### config.mk
export PLATFORM = sky130hd
export DESIGN_NAME = ecc_mem_scrub_arbiter
export DESIGN_NICKNAME = d
export VERILOG_FILES = /design/src/rtl/ecc_mem_scrub_arbiter.sv
export SDC_FILE = /design/constraint.sdc
export NUM_CORES = 1
export LEC_CHECK = 0
export CELL_PAD_IN_SITES_DETAIL_PLACEMENT = 1
export CELL_PAD_IN_SITES_GLOBAL_PLACEMENT = 1
export CORE_MARGIN = 3
export CORE_UTILIZATION = 30
export CTS_CLUSTER_SIZE = 25
export DETAILED_ROUTE_END_ITERATION = 10
export GPL_TIMING_DRIVEN = 1
export PLACE_DENSITY_LB_ADDON = 0.1
export SLEW_MARGIN = 20
export SYNTH_ARGS = -nofsm -noshare
export SYNTH_HDL_FRONTEND = slang
export SYNTH_SLANG_ARGS = --single-unit
### constraint.sdc
create_clock -name i_clk -period 3 [get_ports i_clk]
set_input_delay 0.45 -clock i_clk [delete_from_list [all_inputs] [get_ports i_clk]]
set_output_delay 0.45 -clock i_clk [all_outputs]
set_load 0.02 [all_outputs]
### src/rtl/ecc_mem_scrub_arbiter.sv
`default_nettype none
// ============================================================================
// Module      : ecc_mem_scrub_arbiter
// Description : Single-port sequencer arbitrating a user requester against a
//               background scrubber in front of an ECC-protected memory port.
// Revision    : 1.0 - initial release
// ============================================================================
module ecc_mem_scrub_arbiter #(
    parameter int DATA_WIDTH     = 8,
    parameter int ADDR_WIDTH     = 3,
    parameter int READ_LATENCY   = 4,
    parameter int WRITE_LATENCY  = 5,
    parameter int SCRUB_INTERVAL = 64
) (
    input  logic                  i_clk,
    input  logic                  i_rst,
    input  logic                  i_req_valid,
    input  logic                  i_req_we,
    input  logic [ADDR_WIDTH-1:0] i_req_addr,
    input  logic [DATA_WIDTH-1:0] i_req_wdata,
    output logic                  o_req_ready,
    output logic                  o_rsp_valid,
    output logic [DATA_WIDTH-1:0] o_rsp_rdata,
    output logic                  o_rsp_err,
    output logic                  o_mem_en,
    output logic                  o_mem_we,
    output logic [ADDR_WIDTH-1:0] o_mem_addr,
    output logic [DATA_WIDTH-1:0] o_mem_din,
    input  logic [DATA_WIDTH-1:0] i_mem_dout,
    input  logic                  i_mem_err,
    input  logic                  i_scrub_en,
    output logic                  o_scrub_busy,
    output logic [15:0]           o_scrub_fix_cnt
);

    localparam int LAT_MAX = (READ_LATENCY > WRITE_LATENCY) ? READ_LATENCY : WRITE_LATENCY;
    localparam int LAT_W   = $clog2(LAT_MAX + 1);
    localparam int TMR_W   = $clog2(SCRUB_INTERVAL);

    localparam logic [LAT_W-1:0] C_RD_LAST  = LAT_W'(READ_LATENCY - 1);
    localparam logic [LAT_W-1:0] C_WR_LAST  = LAT_W'(WRITE_LATENCY - 1);
    localparam logic [TMR_W-1:0] C_TMR_LAST = TMR_W'(SCRUB_INTERVAL - 1);

    typedef enum logic [2:0] {
        ST_IDLE     = 3'd0,
        ST_USER_RD  = 3'd1,
        ST_SCRUB_RD = 3'd2,
        ST_SCRUB_WB = 3'd3,
        ST_WR_HOLD  = 3'd4
    } state_t;

    state_t                r_state;
    state_t                w_state_next;
    logic [LAT_W-1:0]      r_lat_cnt;
    logic [TMR_W-1:0]      r_timer;
    logic                  r_pending;
    logic [ADDR_WIDTH-1:0] r_scrub_addr;
    logic [ADDR_WIDTH-1:0] r_wb_addr;
    logic [DATA_WIDTH-1:0] r_wb_data;
    logic                  r_hold_scrub;
    logic                  r_rsp_valid;
    logic [DATA_WIDTH-1:0] r_rsp_rdata;
    logic                  r_rsp_err;
    logic [15:0]           r_fix_cnt;
    logic                  w_scrub_issue;
    logic                  w_rd_done;

    assign w_rd_done = (r_lat_cnt == C_RD_LAST);

    always_comb begin
        w_state_next  = r_state;
        w_scrub_issue = 1'b0;
        o_mem_en      = 1'b0;
        o_mem_we      = 1'b0;
        o_mem_addr    = '0;
        o_mem_din     = '0;
        case (r_state)
            ST_IDLE: begin
                if (r_pending) begin
                    o_mem_en      = 1'b1;
                    o_mem_addr    = r_scrub_addr;
                    w_scrub_issue = 1'b1;
                    w_state_next  = ST_SCRUB_RD;
                end else if (i_req_valid) begin
                    o_mem_en     = 1'b1;
                    o_mem_we     = i_req_we;
                    o_mem_addr   = i_req_addr;
                    o_mem_din    = i_req_we ? i_req_wdata : '0;
                    w_state_next = i_req_we ? ST_WR_HOLD : ST_USER_RD;
                end
            end
            ST_USER_RD: begin
                if (w_rd_done) w_state_next = ST_IDLE;
            end
            ST_SCRUB_RD: begin
                if (w_rd_done) w_state_next = i_mem_err ? ST_SCRUB_WB : ST_IDLE;
            end
            ST_SCRUB_WB: begin
                o_mem_en     = 1'b1;
                o_mem_we     = 1'b1;
                o_mem_addr   = r_wb_addr;
                o_mem_din    = r_wb_data;
                w_state_next = ST_WR_HOLD;
            end
            ST_WR_HOLD: begin
                if (r_lat_cnt == C_WR_LAST) w_state_next = ST_IDLE;
            end
            default: w_state_next = ST_IDLE;
        endcase
        // Reset cycle forces every combinational output quiet.
        if (i_rst) begin
            w_state_next  = ST_IDLE;
            w_scrub_issue = 1'b0;
            o_mem_en      = 1'b0;
            o_mem_we      = 1'b0;
            o_mem_addr    = '0;
            o_mem_din     = '0;
        end
    end

    always_ff @(posedge i_clk) begin
        if (i_rst) begin
            r_state      <= ST_IDLE;
            r_lat_cnt    <= '0;
            r_timer      <= '0;
            r_pending    <= 1'b0;
            r_scrub_addr <= '0;
            r_wb_addr    <= '0;
            r_wb_data    <= '0;
            r_hold_scrub <= 1'b0;
            r_rsp_valid  <= 1'b0;
            r_rsp_rdata  <= '0;
            r_rsp_err    <= 1'b0;
            r_fix_cnt    <= '0;
        end else begin
            r_state     <= w_state_next;
            r_lat_cnt   <= (w_state_next != r_state) ? '0 : r_lat_cnt + LAT_W'(1);
            r_rsp_valid <= 1'b0;

            if (r_state == ST_USER_RD && w_rd_done) begin
                r_rsp_valid <= 1'b1;
                r_rsp_rdata <= i_mem_dout;
                r_rsp_err   <= i_mem_err;
            end

            if (r_state == ST_SCRUB_RD && w_rd_done) begin
                r_scrub_addr <= r_scrub_addr + ADDR_WIDTH'(1);
                r_wb_addr    <= r_scrub_addr;
                r_wb_data    <= i_mem_dout;
            end

            // Remember whether the coming write hold belongs to a scrub writeback.
            if (r_state == ST_SCRUB_WB) begin
                r_hold_scrub <= 1'b1;
                if (r_fix_cnt != 16'hFFFF) r_fix_cnt <= r_fix_cnt + 16'd1;
            end else if (r_state == ST_IDLE) begin
                r_hold_scrub <= 1'b0;
            end

            if (!i_scrub_en) begin
                r_timer   <= '0;
                r_pending <= 1'b0;
            end else if (r_timer == C_TMR_LAST) begin
                r_timer   <= '0;
                r_pending <= 1'b1;
            end else begin
                r_timer <= r_timer + TMR_W'(1);
                if (w_scrub_issue) r_pending <= 1'b0;
            end
        end
    end

    assign o_req_ready     = (r_state == ST_IDLE) && !r_pending && !i_rst;
    assign o_rsp_valid     = r_rsp_valid && !i_rst;
    assign o_rsp_rdata     = i_rst ? '0 : r_rsp_rdata;
    assign o_rsp_err       = r_rsp_err && !i_rst;
    assign o_scrub_busy    = !i_rst && ((r_state == ST_SCRUB_RD) || (r_state == ST_SCRUB_WB) ||
                                        ((r_state == ST_WR_HOLD) && r_hold_scrub));
    assign o_scrub_fix_cnt = r_fix_cnt;

endmodule
`default_nettype wire

* Word-level counts from Yosys, hierarchy flattened
Index checks and enable logic that the tools add are counted.
** Storage, ports and cells
- ROM bits :: 0
- Register bits after elaboration :: 54
- Input bits :: 25
- RAM bits :: 0
- Latch bits :: 0
- Memories :: 0
** Operators by class
- Bitwise operators :: 1
- Multipliers :: 0
- $add $sub $neg :: 4
- Shift-type cells :: 0
- Magnitude comparators :: 0
- Div/mod/pow operators :: 0
- Reduce and logical (&&, ||, !) cells :: 19
- Eq/ne operators :: 9
- Multiplexer cells :: 35
** Operators by type and width (number)
- 2-to-1 mux 8 bit :: 5
- 2-to-1 mux 3 bit :: 10
- adder 16 x 1 -> 16 bit (second input constant) :: 1
- != test 16 bit (second input constant) :: 1
- one-hot mux 8 bit (2 select lines) :: 1
- one-hot mux 3 bit (5 select lines) :: 1
- 2-to-1 mux 1 bit :: 14
- equality test 3 x 2 -> 1 bit (second input constant) :: 3
- logical AND 1 bit :: 8
- adder 3 x 1 -> 3 bit (second input constant) :: 2
- adder 6 x 1 -> 6 bit (second input constant) :: 1
- equality test 3 bit (second input constant) :: 2
- equality test 6 bit (second input constant) :: 1
- one-hot mux 3 bit (2 select lines) :: 1
- one-hot mux 1 bit (2 select lines) :: 2
- nonzero test 2 bit :: 2
- OR reduction 2 bit :: 2
- equality test 3 x 1 -> 1 bit (second input constant) :: 1
- logical NOT 3 bit :: 1
- != test 3 bit :: 1
- OR reduction 3 bit :: 1
- logical NOT 1 bit :: 2
- logical OR 1 bit :: 2
- 2-to-1 mux 2 bit :: 1
- other kinds (2) :: 2

* Longest topological paths before layout
Gate-level depths: netlist of run 1.
- Word-level depth :: 7
- Mapped depth :: 7
- Gate-level depth less buffers :: 6

* Worst setup path after synthesis of run 1
No wires, ideal clock.
- Path kind :: input to output
- Start :: input i_rst
- End :: output o_req_ready
- Buffers on the path :: 3
- Required time :: 2.550 ns
- Stages on the path :: 4
- Arrival :: 1.678 ns
- Setup slack :: 0.872 ns
- Cell sequence :: clkbuf_1 -> buf_2 -> buf_1 -> nor4_1
** On the way
- Longest elaborated chain between the ends :: 2
** RTL lines
- from (decl) :: line 16 : input logic i_rst,
- logical NOT 1 bit :: line 173 : assign o_req_ready = (r_state == ST_IDLE) && !r_pending && !i_rst;
- logical AND 1 bit :: line 173
- to (decl) :: line 21 : output logic o_req_ready,
No other way between the ends.

* Worst setup path after layout of run 1
- Start :: input i_req_valid
- End :: output o_mem_we
** On the way
- Longest elaborated chain between the ends :: 4
** RTL lines
- from (decl) :: line 17 : input logic i_req_valid,
- 2-to-1 mux 1 bit :: line 84 : end else if (i_req_valid) begin
- 2-to-1 mux 1 bit :: line 79 : if (r_pending) begin
- one-hot mux 1 bit (2 select lines) :: line 77 : case (r_state)
- 2-to-1 mux 1 bit :: line 111 : if (i_rst) begin
- to (decl) :: line 26 : output logic o_mem_we,
No other way between the ends.

==> run summary, run 1 <==
CP max-delay cell: clkdlybuf4s50_1
Power Dens Cells: 379 mW/mm^2
clock latency on the worst-skew pair: 0.30 ns
initial antenna violation count: 0
Slew HR: 56.0%
CP top delay family: buffers and inverters
reg2reg start: r_state[2]
endpoints failing hold: 0
FF-to-FF setup slack: 1.04 ns
Post-Synthesis Cell Area: 0.00273 sq mm
CORE AREA: 0.00881 sq mm
asr flop ratio synth: 0%
Die Wd: 101 um
most frequent cells in the layout: clkdlybuf4s50_1 (64), nand2_1 (56), dfxtp_1 (54), a21oi_1 (36), nor2_1 (32)
clock power share: 34.4%
Max stage delay on crit path: 0.60 ns
# rows: 34
hold depth: 2
maximum fanout along the worst path: 3
post-cts repair resize count: 0
Worst Path Buf+Inv: 2
Layout Nets: 432
Critical Path AT: 2.35 ns
Crit path required time: 2.55 ns
number of flops mapped to enable cells by yosys: 0
area grow syn2layout: 32.1%
clock-pin slew of the registers on the worst-case setup and hold paths: 0.10 ns
Int Pwr: 1040 uW
Max Slew Vio Count: 0
CTS Sinks: 54
die height: 101 um
reg2reg end: o_scrub_fix_cnt[13]
commonest non-fill, non-tap cell in the layout: clkdlybuf4s50_1
max cap viols: 0
setup TNS: 0 ns
dominant synthesized flop cell: dfxtp_1
n_diodes: 0
Yosys cell types: 51
Mapped Cells: 339
GPL Wtd Cong: 0.756
port buffer count: 65
dpl ws: 0.215 ns
1st-pass router iterations: 4
Synth Net Count: 371
status: complete, no violations
first-pass GRT wire length: 12500 um
worst hold endpoint: r_state[0]
CTS buffer count: 5
final-report setup violation count: 0
R2R cell count: 4
Post-CTS Setup Bufs: 0
critical path launch point type: primary input
DRC errors left: 0
Comb power frac: 11.7%
Switch Pwr: 331 uW
die area: 0.0103 sq mm
CTS tree: yes
RSZ-0062 raised after global routing: false
# hold bufs at CTS: 0
All-Layer GR Usage: 14.9%
vias per cell: 5.00
Ys Warns: 0
Final min period: 2.80 ns
wire length per cell: 14.6 um
Achievable Freq: 357 MHz
clock buffer depth: 2
flops & latches, synth: 54
hold path startpoint: i_rst
I/O pin count: 66
Vias: 2546
Slew @ Worst Pin: 0.652 ns
Remaining Overflow, GRT: 0
maximum number of pins on one net before global-route repair: 40
Final Cycle Share: 93.3%
H-tree lvl count: 2
P_leak: 0.00121 uW
Root Buffer: clkbuf_8
worst min-delay path class: in -> reg
worst clock skew: 0.00299 ns
layout cells sized above 1: 8.73%
Syn Area/Cell: 8.06 sq um
initial DRC count: 39
Post-DRT Antenna Nets: 0
crit-path cells: clkdlybuf4s50_1, nand2b_1, or3_1, a21oi_2, and2_1, clkdlybuf4s50_1
fillers: 1044
Sw Ratio: 24.2%
register area share after synthesis: 39.6%
Initial Util: 31.0%
final wirelength: 7420 um
setup ws final: 0.202 ns
Setup crit end kind: output port
Sequential Power Share: 53.9%
cell mode on critical path: clkdlybuf4s50_1
HPWL after detailed placement: 5600 um
Crit Path Category: in -> out
Util after Layout: 41.0%
maximum vdd ir drop: 0.228 mV
vias in the first global route: 2552
## area by class of cell
class / count / area, sq um / share of cell area, %
Clock buffer: 8 / 110 / 3.05
Sequential cell: 54 / 1080 / 30.0
Inverter: 8 / 30.0 / 0.832
Tap cell: 108 / 135 / 3.74
Multi-Input combinational cell: 257 / 1540 / 42.6
Timing Repair Buffer: 74 / 713 / 19.8
## synthesized netlist by cell type, drive strengths merged, types with 2 or more instances
cell type  number  area share [%]
a21boi          2            0.55
a21oi          37             6.9
a22oi          12             3.3
a32o            3             1.1
and2            4            0.92
and3            2            0.46
buf            10             1.6
clkbuf         10             1.4
dfxtp          54              40
ha              7             3.2
inv             8             1.1
mux2            6             2.5
nand2          56             7.7
nand2b          3            0.69
nand3          10             2.5
nand4           4             1.5
nand4b          2            0.64
nor2           32             4.4
nor2b          19             4.3
nor3            3            0.55
nor4            7             2.2
nor4b           2            0.64
o21a            2            0.55
o21ai          11             2.0
o311ai          2            0.64
o31ai           3            0.82
or2             3            0.69
or3             4            0.92
or4             2            0.55
xnor2           3            0.96
xor2            3            0.96
## state kept, by name (all words and copies together), names as in the netlist
name and cells:
r_pending 1, r_rsp_rdata 8, r_wb_data 8, r_timer 6, r_scrub_addr 3, o_scrub_fix_cnt 16
r_rsp_valid 1, r_lat_cnt 3, r_state 3, r_hold_scrub 1, r_rsp_err 1, r_wb_addr 3
## cell families (layout without fill, tap and decap cells)
kind of cell,Yosys count,after routing,share of synthesized area [%]
xor+xnor,6,6,1.92
fa+ha+maj,7,7,3.20
flops,54,54,39.6
simple gates,159,159,30.7
mux,7,7,2.84
compound gates,78,78,17.6
buf+inv,28,90,4.12
## worst reg2reg max path, stage by stage, from the launching register on
cell and delay [ns]:
dfxtp_1 0.52, and2b_2 0.42, nand4_4 0.15, nor4b_1 0.40
mux2_2 0.37
## worst max-delay path by stage
stage                start             to  slack [ns]  cells past startpoint
2_1_floorplan        i_rst    o_req_ready        0.87                      4
3_3_place_gp      i_req_we   o_mem_din[5]        0.24                      7
3_5_place_dp   i_req_valid       o_mem_we        0.21                      6
4_1_cts        i_req_valid       o_mem_we        0.20                      6
5_1_grt        i_req_valid  o_mem_addr[0]        0.07                      6
6_report       i_req_valid       o_mem_we        0.20                      6
## per-stage QoR
stage / hold WS [ns] / cell area (sq um) / power, uW / std cells
5_1_grt: 0.410 / 3610 / 1440 / 509
3_5_place_dp: 0.437 / 3500 / 916 / 501
2_1_floorplan: 0.418 / 2730 / 835 / 339
6_report: 0.410 / 3610 / 1370 / 509
4_1_cts: 0.402 / 3610 / 1390 / 509
3_3_place_gp: 0.434 / 3500 / 913 / 501
## power by group through the flow
stage	registers, uW	logic (uW)	clock network [uW]
after floorplan	744	90.0	0
after global placement	753	160	0
after detailed placement	753	162	0
after CTS	737	163	495
after global routing	739	178	520
final	737	159	470
## per-layer routing
layer / vias up / track usage (%) / share of wire [%]
li1: 1307 / - / -
met1: 1195 / 19.9 / 49
met2: 40 / 24.9 / 46
met3: 4 / 2.82 / 3.2
met4: 0 / 3.37 / 0.92
met5: - / 0 / 0
(Power assumes the default switching activity.)
==> inputs of run 2 (changes only) <==
- GPL_TIMING_DRIVEN: 1 -> 0
==> run 2 against run 1 <==
Count of clock-buffer cells in the layout decreased by 2. Clock power increased by 5.5%. Via count increased by 4.3%. Critical endpoint is now o_mem_din[7]. Largest power group unchanged.
==> run summary, run 2 (synthesized netlist as in run 1, its figures left out) <==
max cap viols: 0 (unchanged)
die area: 0.0103 sq mm (unchanged)
maximum number of pins on one net before global-route repair: 17 (-57%)
wire length per cell: 15.3 um (+4.7%)
Crit path required time: 2.55 ns (about the same)
commonest non-fill, non-tap cell in the layout: clkdlybuf4s50_1
maximum fanout along the worst path: 9 (+6)
Non-Filler Instances: 520 (+2.2%)
RSZ-0062 raised after global routing: false
first-pass GRT wire length: 13300 um (+6.8%)
vias in the first global route: 2666 (+4.5%)
# rows: 34 (unchanged)
most frequent cells in the layout: clkdlybuf4s50_1 (63), nand2_1 (56), dfxtp_1 (54), a21oi_1 (36), nor2_1 (31)
Root Buffer: clkbuf_8
Remaining Overflow, GRT: 0 (unchanged)
Slew @ Worst Pin: 0.856 ns (+0.205 ns)
CTS Sinks: 54 (unchanged)
worst min-delay path class: reg -> reg
initial DRC count: 46 (+18%)
Slew HR: 42.2% (-14 points)
Vias: 2655 (+4.3%)
Die Wd: 101 um (unchanged)
GPL Wtd Cong: 0.728 (-3.7%)
Post-DRT Antenna Nets: 0 (unchanged)
clock latency on the worst-skew pair: 0.30 ns (about the same)
layout cells sized above 1: 8.74% (+0.0097 points)
Final min period: 2.82 ns (+0.0195 ns)
Initial Util: 31.0% (unchanged)
H-tree lvl count: 2 (unchanged)
Critical Path AT: 2.37 ns (+0.02 ns)
post-route cell area: 0.00364 sq mm (+1.0%)
All-Layer GR Usage: 16.0% (+1.0 points)
P_leak: 0.00124 uW (+2.3%)
port buffer count: 64 (-1.5%)
final wirelength: 7940 um (+7.0%)
initial antenna violation count: 0 (unchanged)
die height: 101 um (unchanged)
Sw Ratio: 24.8% (+0.59 points)
Power Dens Cells: 384 mW/mm^2 (+1.3%)
Comb power frac: 12.4% (+0.7 points)
critical path launch point type: primary input
clock-pin slew of the registers on the worst-case setup and hold paths: 0.10 ns (about the same)
Layout Nets: 443 (+2.5%)
Achievable Freq: 355 MHz (-0.69%)
CTS buffer count: 5 (unchanged)
Sequential Power Share: 52.2% (-1.7 points)
clock power share: 35.5% (+1.1 points)
CTS tree: yes
HPWL after detailed placement: 6070 um (+8.4%)
endpoints failing hold: 0 (unchanged)
final-report setup violation count: 0 (unchanged)
CORE AREA: 0.00881 sq mm (unchanged)
area grow syn2layout: 33.4%
clock buffer depth: 2 (unchanged)
vias per cell: 5.11 (+2.1%)
# hold bufs at CTS: 0 (unchanged)
Final Cycle Share: 93.9% (+0.65 points)
status: complete, no violations
max reg flops: 16 (unchanged)
placed cell area: 0.00351 sq mm (+0.29%)
Max Slew Vio Count: 0 (unchanged)
DRC errors left: 0 (unchanged)
Inst Count DP: 511 (+2.0%)
Switch Pwr: 347 uW (+4.8%)
Int Pwr: 1050 uW (+1.5%)
Crit Path Category: in -> out
Setup crit end kind: output port
1st-pass router iterations: 4 (unchanged)
worst clock skew: 0.00519 ns (+0.00221 ns)
Util after Layout: 41.4% (+0.41 points)
Hold WS: 0.456 ns (+0.0467 ns)
n_diodes: 0 (unchanged)
I/O pin count: 66 (unchanged)
maximum vdd ir drop: 0.200 mV (-12%)
-- run 2: power by group through the flow --
stage               Combinational [uW]  Sequential, uW  Clock [uW]
global placement                   168             745           0
global route                       190             731         544
finish                             173             729         496
floorplan                         90.0             744           0
detailed placement                 169             746           0
CTS                                173             729         517
-- run 2: what timing repair did --
action	4_1_cts	5_1_grt
endpoints found under the hold margin	0	0
buffers inserted	1	0
setup endpoints to repair	10	12
resized for setup	2	6
pin swaps	1	0
-- run 2: metrics by stage --
stage	setup WS [ns]	power [uW]	TNS, ns
finish	0.182	1400	0
detailed placement	-0.00655	915	-0.00655
global placement	0.00648	913	0
global route	0.0558	1460	0
floorplan	0.872	835	0
CTS	0.00525	1420	0
-- run 2: worst max-delay path: stages --
cell and delay, ns:
clkdlybuf4s50_1 0.51, nand2b_1 0.13, nor4_4 0.22, buf_4 0.22
a22oi_1 0.10, nor2_1 0.12, clkdlybuf4s50_1 0.61
-- run 2: layer usage --
| metal | vias up | global-route usage (%) | part of all wire [%] |
|---|---|---|---|
| li1 | 1332 | - | - |
| met1 | 1277 | 21.2 | 47 |
| met2 | 42 | 27.3 | 49 |
| met3 | 4 | 2.55 | 3.0 |
| met4 | 0 | 3.37 | 0.67 |
| met5 | - | 0 | 0 |
-- run 2: path summary, 6_finish.rpt --
path                       start             end  depth (start not counted)  slack, ns
setup reg to reg    r_lat_cnt[0]    r_wb_data[6]                          6       1.13
setup / recovery     i_req_valid    o_mem_din[7]                          7       0.18
hold reg to reg   r_rsp_rdata[7]  r_rsp_rdata[7]                          2       0.46
hold / removal    r_rsp_rdata[7]  r_rsp_rdata[7]                          2       0.46
-- run 2: cell type report --
class                      instances  area, sq um
buffer                            20         86.3
clock buffer                       6         72.6
clock inverter                     2         37.5
fill                            1080         5160
inverter                           8         30.0
multi-input combinational        257         1550
sequential                        54         1080
tap                              108          135
timing repair buffer              65          651
==> inputs of run 3 (changes only) <==
- ABC_CLOCK_PERIOD_IN_PS: not set -> 3500
- clock period: 3 -> 3.5 ns (I/O delays scaled with it)
==> run 3 against run 2 <==
Clock power is 15% lower. Register-to-register slack better by 0.50 ns. Total power is 15% lower. Sequential power is 14% lower. Via count is 0.26% higher. Sequential cell count stayed put. Die area stayed put. Worst setup slack better by 0.18 ns. Design area is 0.72% lower. Clock skew is 0.00080 ns higher. Critical endpoint unchanged. Largest cell class unchanged. Largest power group unchanged. Highest routed layer unchanged.
==> run summary, run 3 (synthesized netlist as in run 1, its figures left out) <==
status: complete, no violations
critical path launch point type: flop
Comb power frac: 12.1% (-0.3 points)
die height: 101 um (unchanged)
maximum fanout along the worst path: 10 (+1)
# rows: 34 (unchanged)
maximum number of pins on one net before global-route repair: 17 (unchanged)
H-tree lvl count: 2 (unchanged)
I/O pin count: 66 (unchanged)
Die Wd: 101 um (unchanged)
Vias: 2662 (+0.26%)
initial antenna violation count: 0 (unchanged)
setup TNS: 0 ns (unchanged)
CORE AREA: 0.00881 sq mm (unchanged)
Sequential Power Share: 52.4% (+0.2 points)
Switch Pwr: 295 uW (-15%)
All-Layer GR Usage: 15.9% (-0.029 points)
CTS Sinks: 54 (unchanged)
die area: 0.0103 sq mm (unchanged)
Remaining Overflow, GRT: 0 (unchanged)
Crit path required time: 2.97 ns (+0.42 ns)
Slew HR: 43.5% (+1.4 points)
reg2reg start: r_lat_cnt[0]
n_diodes: 0 (unchanged)
maximum vdd ir drop: 0.172 mV (-14%)
CTS buffer count: 5 (unchanged)
clock-pin slew of the registers on the worst-case setup and hold paths: 0.10 ns (about the same)
first-pass GRT wire length: 13300 um (-0.15%)
clock buffer depth: 2 (unchanged)
endpoints failing hold: 0 (unchanged)
port buffer count: 64 (unchanged)
crit-path cells: clkbuf_1, nor2_1, o21ai_0, clkbuf_1, nor2_1, clkdlybuf4s50_1
Post-DRT Antenna Nets: 0 (unchanged)
# hold bufs at CTS: 0 (unchanged)
Max Slew Vio Count: 0 (unchanged)
Final Cycle Share: 89.7%
hold path startpoint: r_rsp_rdata[7]
Int Pwr: 898 uW (-15%)
GPL Wtd Cong: 0.728 (unchanged)
most frequent cells in the layout: clkdlybuf4s50_1 (64), nand2_1 (56), dfxtp_1 (54), a21oi_1 (36), nor2_1 (32)
post-cts repair resize count: 0 (-2)
Hold WS: 0.456 ns (+0.0000880 ns)
area grow syn2layout: 32.4%
crit path from: r_state[0]
commonest non-fill, non-tap cell in the layout: clkdlybuf4s50_1
Setup crit end kind: output port
CP max-delay cell: clkdlybuf4s50_1
Root Buffer: clkbuf_8
HPWL after detailed placement: 6070 um (unchanged)
Crit Path Category: reg -> out
CTS tree: yes
Layout Nets: 442 (-0.23%)
Sw Ratio: 24.7% (-0.098 points)
Achievable Freq: 318 MHz
max reg flops: 16 (unchanged)
Final min period: 3.14 ns
worst min-delay path class: reg -> reg
vias in the first global route: 2659 (-0.26%)
1st-pass router iterations: 4 (unchanged)
initial DRC count: 53 (+15%)
Max stage delay on crit path: 0.62 ns (about the same)
worst clock skew: 0.00599 ns (+0.000798 ns)
Critical Path AT: 2.62 ns (+0.25 ns)
Slew @ Worst Pin: 0.836 ns (-0.0201 ns)
RSZ-0062 raised after global routing: false
Initial Util: 31.0% (unchanged)
final wirelength: 7920 um (-0.21%)
vias per cell: 5.13 (+0.46%)
clock power share: 35.5% (about the same)
final-report setup violation count: 0 (unchanged)
P_leak: 0.00120 uW (-3.0%)
DRC errors left: 0 (unchanged)
wire length per cell: 15.3 um (about the same)
max cap viols: 0 (unchanged)
layout cells sized above 1: 7.30% (-1.4 points)
clock latency on the worst-skew pair: 0.30 ns (about the same)
Post-CTS Setup Bufs: 0 (-1)
Power Dens Cells: 330 mW/mm^2 (-14%)
## run 3: layer usage
layer | vias to the layer above | wire length [um] | track usage [%]
met1 | 1286 | 3750 | 21.1
li1 | 1327 | - | -
met5 | - | 0 | 0
met2 | 45 | 3870 | 27.3
met3 | 4 | 249 | 2.55
met4 | 0 | 53 | 3.37
## run 3: layout make-up
class	count	area (sq um)
clock inverters	2	37.5
flip-flops and latches	54	1080
fillers	1080	5190
multi-input cells	257	1540
well taps	108	135
repair buffers	64	641
inverters	8	30.0
clock buffers	6	72.6
plain buffers	20	82.6
## run 3: power by group through the flow
stage                     Clock (uW)  Sequential, uW  Combinational, uW
after detailed placement           0             639                145
final                            424             625                144
after floorplan                    0             638               77.2
after global routing             466             626                159
after global placement             0             639                144
after CTS                        443             625                146
## run 3: stage by stage
stage / cells / setup slack (ns) / cell area, sq um / util, % / power (uW)
floorplan: 339 / 1.22 / 2730 / - / 715
global placement: 511 / 0.356 / 3510 / 39.8 / 783
detailed placement: 511 / 0.343 / 3510 / 39.8 / 784
CTS: 519 / 0.340 / 3620 / 41.1 / 1210
global route: 519 / 0.0911 / 3620 / 41.1 / 1250
finish: 519 / 0.360 / 3620 / 41.1 / 1190
## run 3: worst max-delay path: cells and delay by family, from the launching register on
family,cells,cell delay [ns]
buffers and inverters,3,1.12
AOI/OAI and AO/OA,1,0.20
and+or+nand+nor,2,0.63
DFF,1,0.36
## run 3: path summary, 6_finish.rpt
path                                  endpoint  slack [ns]  depth (start not counted)
worst max-delay path              o_mem_din[7]        0.36                          6
worst min-delay path            r_rsp_rdata[7]        0.46                          2
worst max register to register    r_wb_data[6]        1.63                          6
worst min register to register  r_rsp_rdata[7]        0.46                          2
==> RTL edit, RTL diff (config.mk and constraints of run 1) <==
Register the output `o_scrub_fix_cnt` once more, with the module's reset; this adds one clock of latency there. The other outputs are not delayed to match.
--- a/src/rtl/ecc_mem_scrub_arbiter.sv
+++ b/src/rtl/ecc_mem_scrub_arbiter.sv
@@ -178,3 +178,9 @@
                                         ((r_state == ST_WR_HOLD) && r_hold_scrub));
-    assign o_scrub_fix_cnt = r_fix_cnt;
+    always_ff @(posedge i_clk) begin
+        if (i_rst) begin
+            o_scrub_fix_cnt <= '0;
+        end else begin
+            o_scrub_fix_cnt <= r_fix_cnt;
+        end
+    end
 
Check against the original RTL: no difference found for any inputs over 10 cycles, from zero or initial values and one cycle with i_rst high; that may be too few to reach the edited logic, so the function may still have changed.
==> RTL edit against run 1 <==
First-iteration DRC count grew 41%; cell area is 17% higher; via count rose by 9.8%; synthesized area is 18% higher; total power increased by 44%; synthesized cell count grew 9.1%; worst setup slack worse by 0.010 ns; global-route usage is 0.49 points lower; maximum frequency decreased by 0.37%; routed wire length increased by 11%; sequential cell count is 16 higher; die area up 17%; sequential share of layout area increased by 3.4 points; utilization decreased by 0.40 points; critical endpoint is now o_mem_din[4]; largest cell class unchanged.
==> RTL edit: results (changes against run 1) <==
Power and ir drop
  – Sequential power: 0.000947 W (was 0.000737 W)
  – Power in the clock group: 0.000863 W (was 0.000470 W)
  – Static Leakage: 1.50 nW (was 1.21 nW)

Clock network
  – Clock-pin slew on the worst setup and hold paths: 0.08 ns (was 0.10 ns)
  – # H-tree levels: 3 (was 2)
  – Clock insertion delay at the later pin of the skew report: 0.35 ns (was 0.30 ns)

Routing
  – Sum of routed wire length over all layers: 8.24 mm (was 7.42 mm)
  – Initial DRC count: 55 (was 39)
  – Via count normalized by instance count: 4.88 (was 5.00)

GRT
  – Via count of the first global-routing pass: 2,826 (was 2,552)
  – First-pass GRT wire length: 13.6 mm (was 12.5 mm)

Place
  – Placement Cell Area: 3980 um^2 (was 3500 um^2)
  – Total placed cells including tap cells: 557 (was 501)

Hold path
  – Hold Path Cell Cnt: 1 (was 2)
  – Class of the tightest hold or removal check: flip-flop to flip-flop (was input pin to flip-flop)

Setup path
  – Endpoint of the worst register-to-register path: r_fix_cnt[14] (was o_scrub_fix_cnt[13])
  – Crit path capture: o_mem_din[4] (was o_mem_we)
  – Worst setup slack for register-to-register paths: 0.85 ns (was 1.04 ns)

Logic synthesis
  – Net count after synthesis: 402 (was 371)
  – Synth cell count leaders: 70 x sky130_fd_sc_hd__dfxtp_1, 52 x sky130_fd_sc_hd__nand2_1, 38 x sky130_fd_sc_hd__nor2_1 (was 56 x sky130_fd_sc_hd__nand2_1, 54 x sky130_fd_sc_hd__dfxtp_1, 36 x sky130_fd_sc_hd__a21oi_1)
  – Biggest area contributors in the synthesized netlist: sky130_fd_sc_hd__dfxtp_1 44%, sky130_fd_sc_hd__nand2_1 6.1%, sky130_fd_sc_hd__nor2b_1 4.9% (was sky130_fd_sc_hd__dfxtp_1 40%, sky130_fd_sc_hd__nand2_1 7.7%, sky130_fd_sc_hd__a21oi_1 6.6%)
  – Sequential area share after synthesis: 0.436 (was 0.396)

STA
  – Post-Route Hold Slack: 0.443 ns (was 0.410 ns)
  – Minimum period implied by the final worst setup slack: 2.81 ns (was 2.80 ns)

Outcome
  – Status: completed (unchanged)

Finish
  – Final Net Count: 464 (was 432)
RTL edit: cell count changes in the layout (fill, tap and decap cells not counted), moves of 4 or more:
| cell | before | now |
|---|---|---|
| sky130_fd_sc_hd__dfxtp_1 | 54 | 69 |
| sky130_fd_sc_hd__nand2_1 | 56 | 52 |
| sky130_fd_sc_hd__a21oi_1 | 36 | 31 |
| sky130_fd_sc_hd__nor2_1 | 32 | 38 |
| sky130_fd_sc_hd__nor2b_1 | 19 | 25 |
| sky130_fd_sc_hd__inv_1 | 8 | 12 |
| sky130_fd_sc_hd__nor3_1 | 3 | 8 |
RTL edit: cells by family after synthesis:
logic type | share of synthesized area
xor gates and xnor gates | 0.0163
muxes | 0.0268
adders and majority gates | 0.0272
and+or+nand+nor | 0.303
DFF | 0.436
AOI/OAI and AO/OA | 0.141
buffers and inverters | 0.0498
RTL edit: timing repair:
item / CTS / global route
endpoints found under the setup margin: 0 / 8
setup buffers: 0 / 0
gates resized for setup: 0 / 3
hold endpoints to repair: 0 / 0
RTL edit: layout make-up:
| cell class | count | area [um^2] |
|---|---|---|
| Inverter | 12 | 45.0 |
| Clock inverter | 6 | 95.1 |
| Clock buffer | 10 | 128 |
| Fill cell | 1240 | 6160 |
| Multi-Input combinational cell | 267 | 1660 |
| Timing Repair Buffer | 72 | 711 |
| Sequential cell | 70 | 1400 |
| Tap cell | 136 | 170 |
RTL edit: metal layers:
| metal | routed length, um | GRT usage | share of wire | vias to the layer above |
|---|---|---|---|---|
| met1 | 3800 | 0.181 | 0.46 | 1341 |
| met4 | 145 | 0.0614 | 0.018 | 0 |
| met3 | 226 | 0.0252 | 0.027 | 11 |
| met5 | 0 | 0 | 0 | - |
| met2 | 4070 | 0.243 | 0.49 | 40 |
| li1 | - | - | - | 1404 |
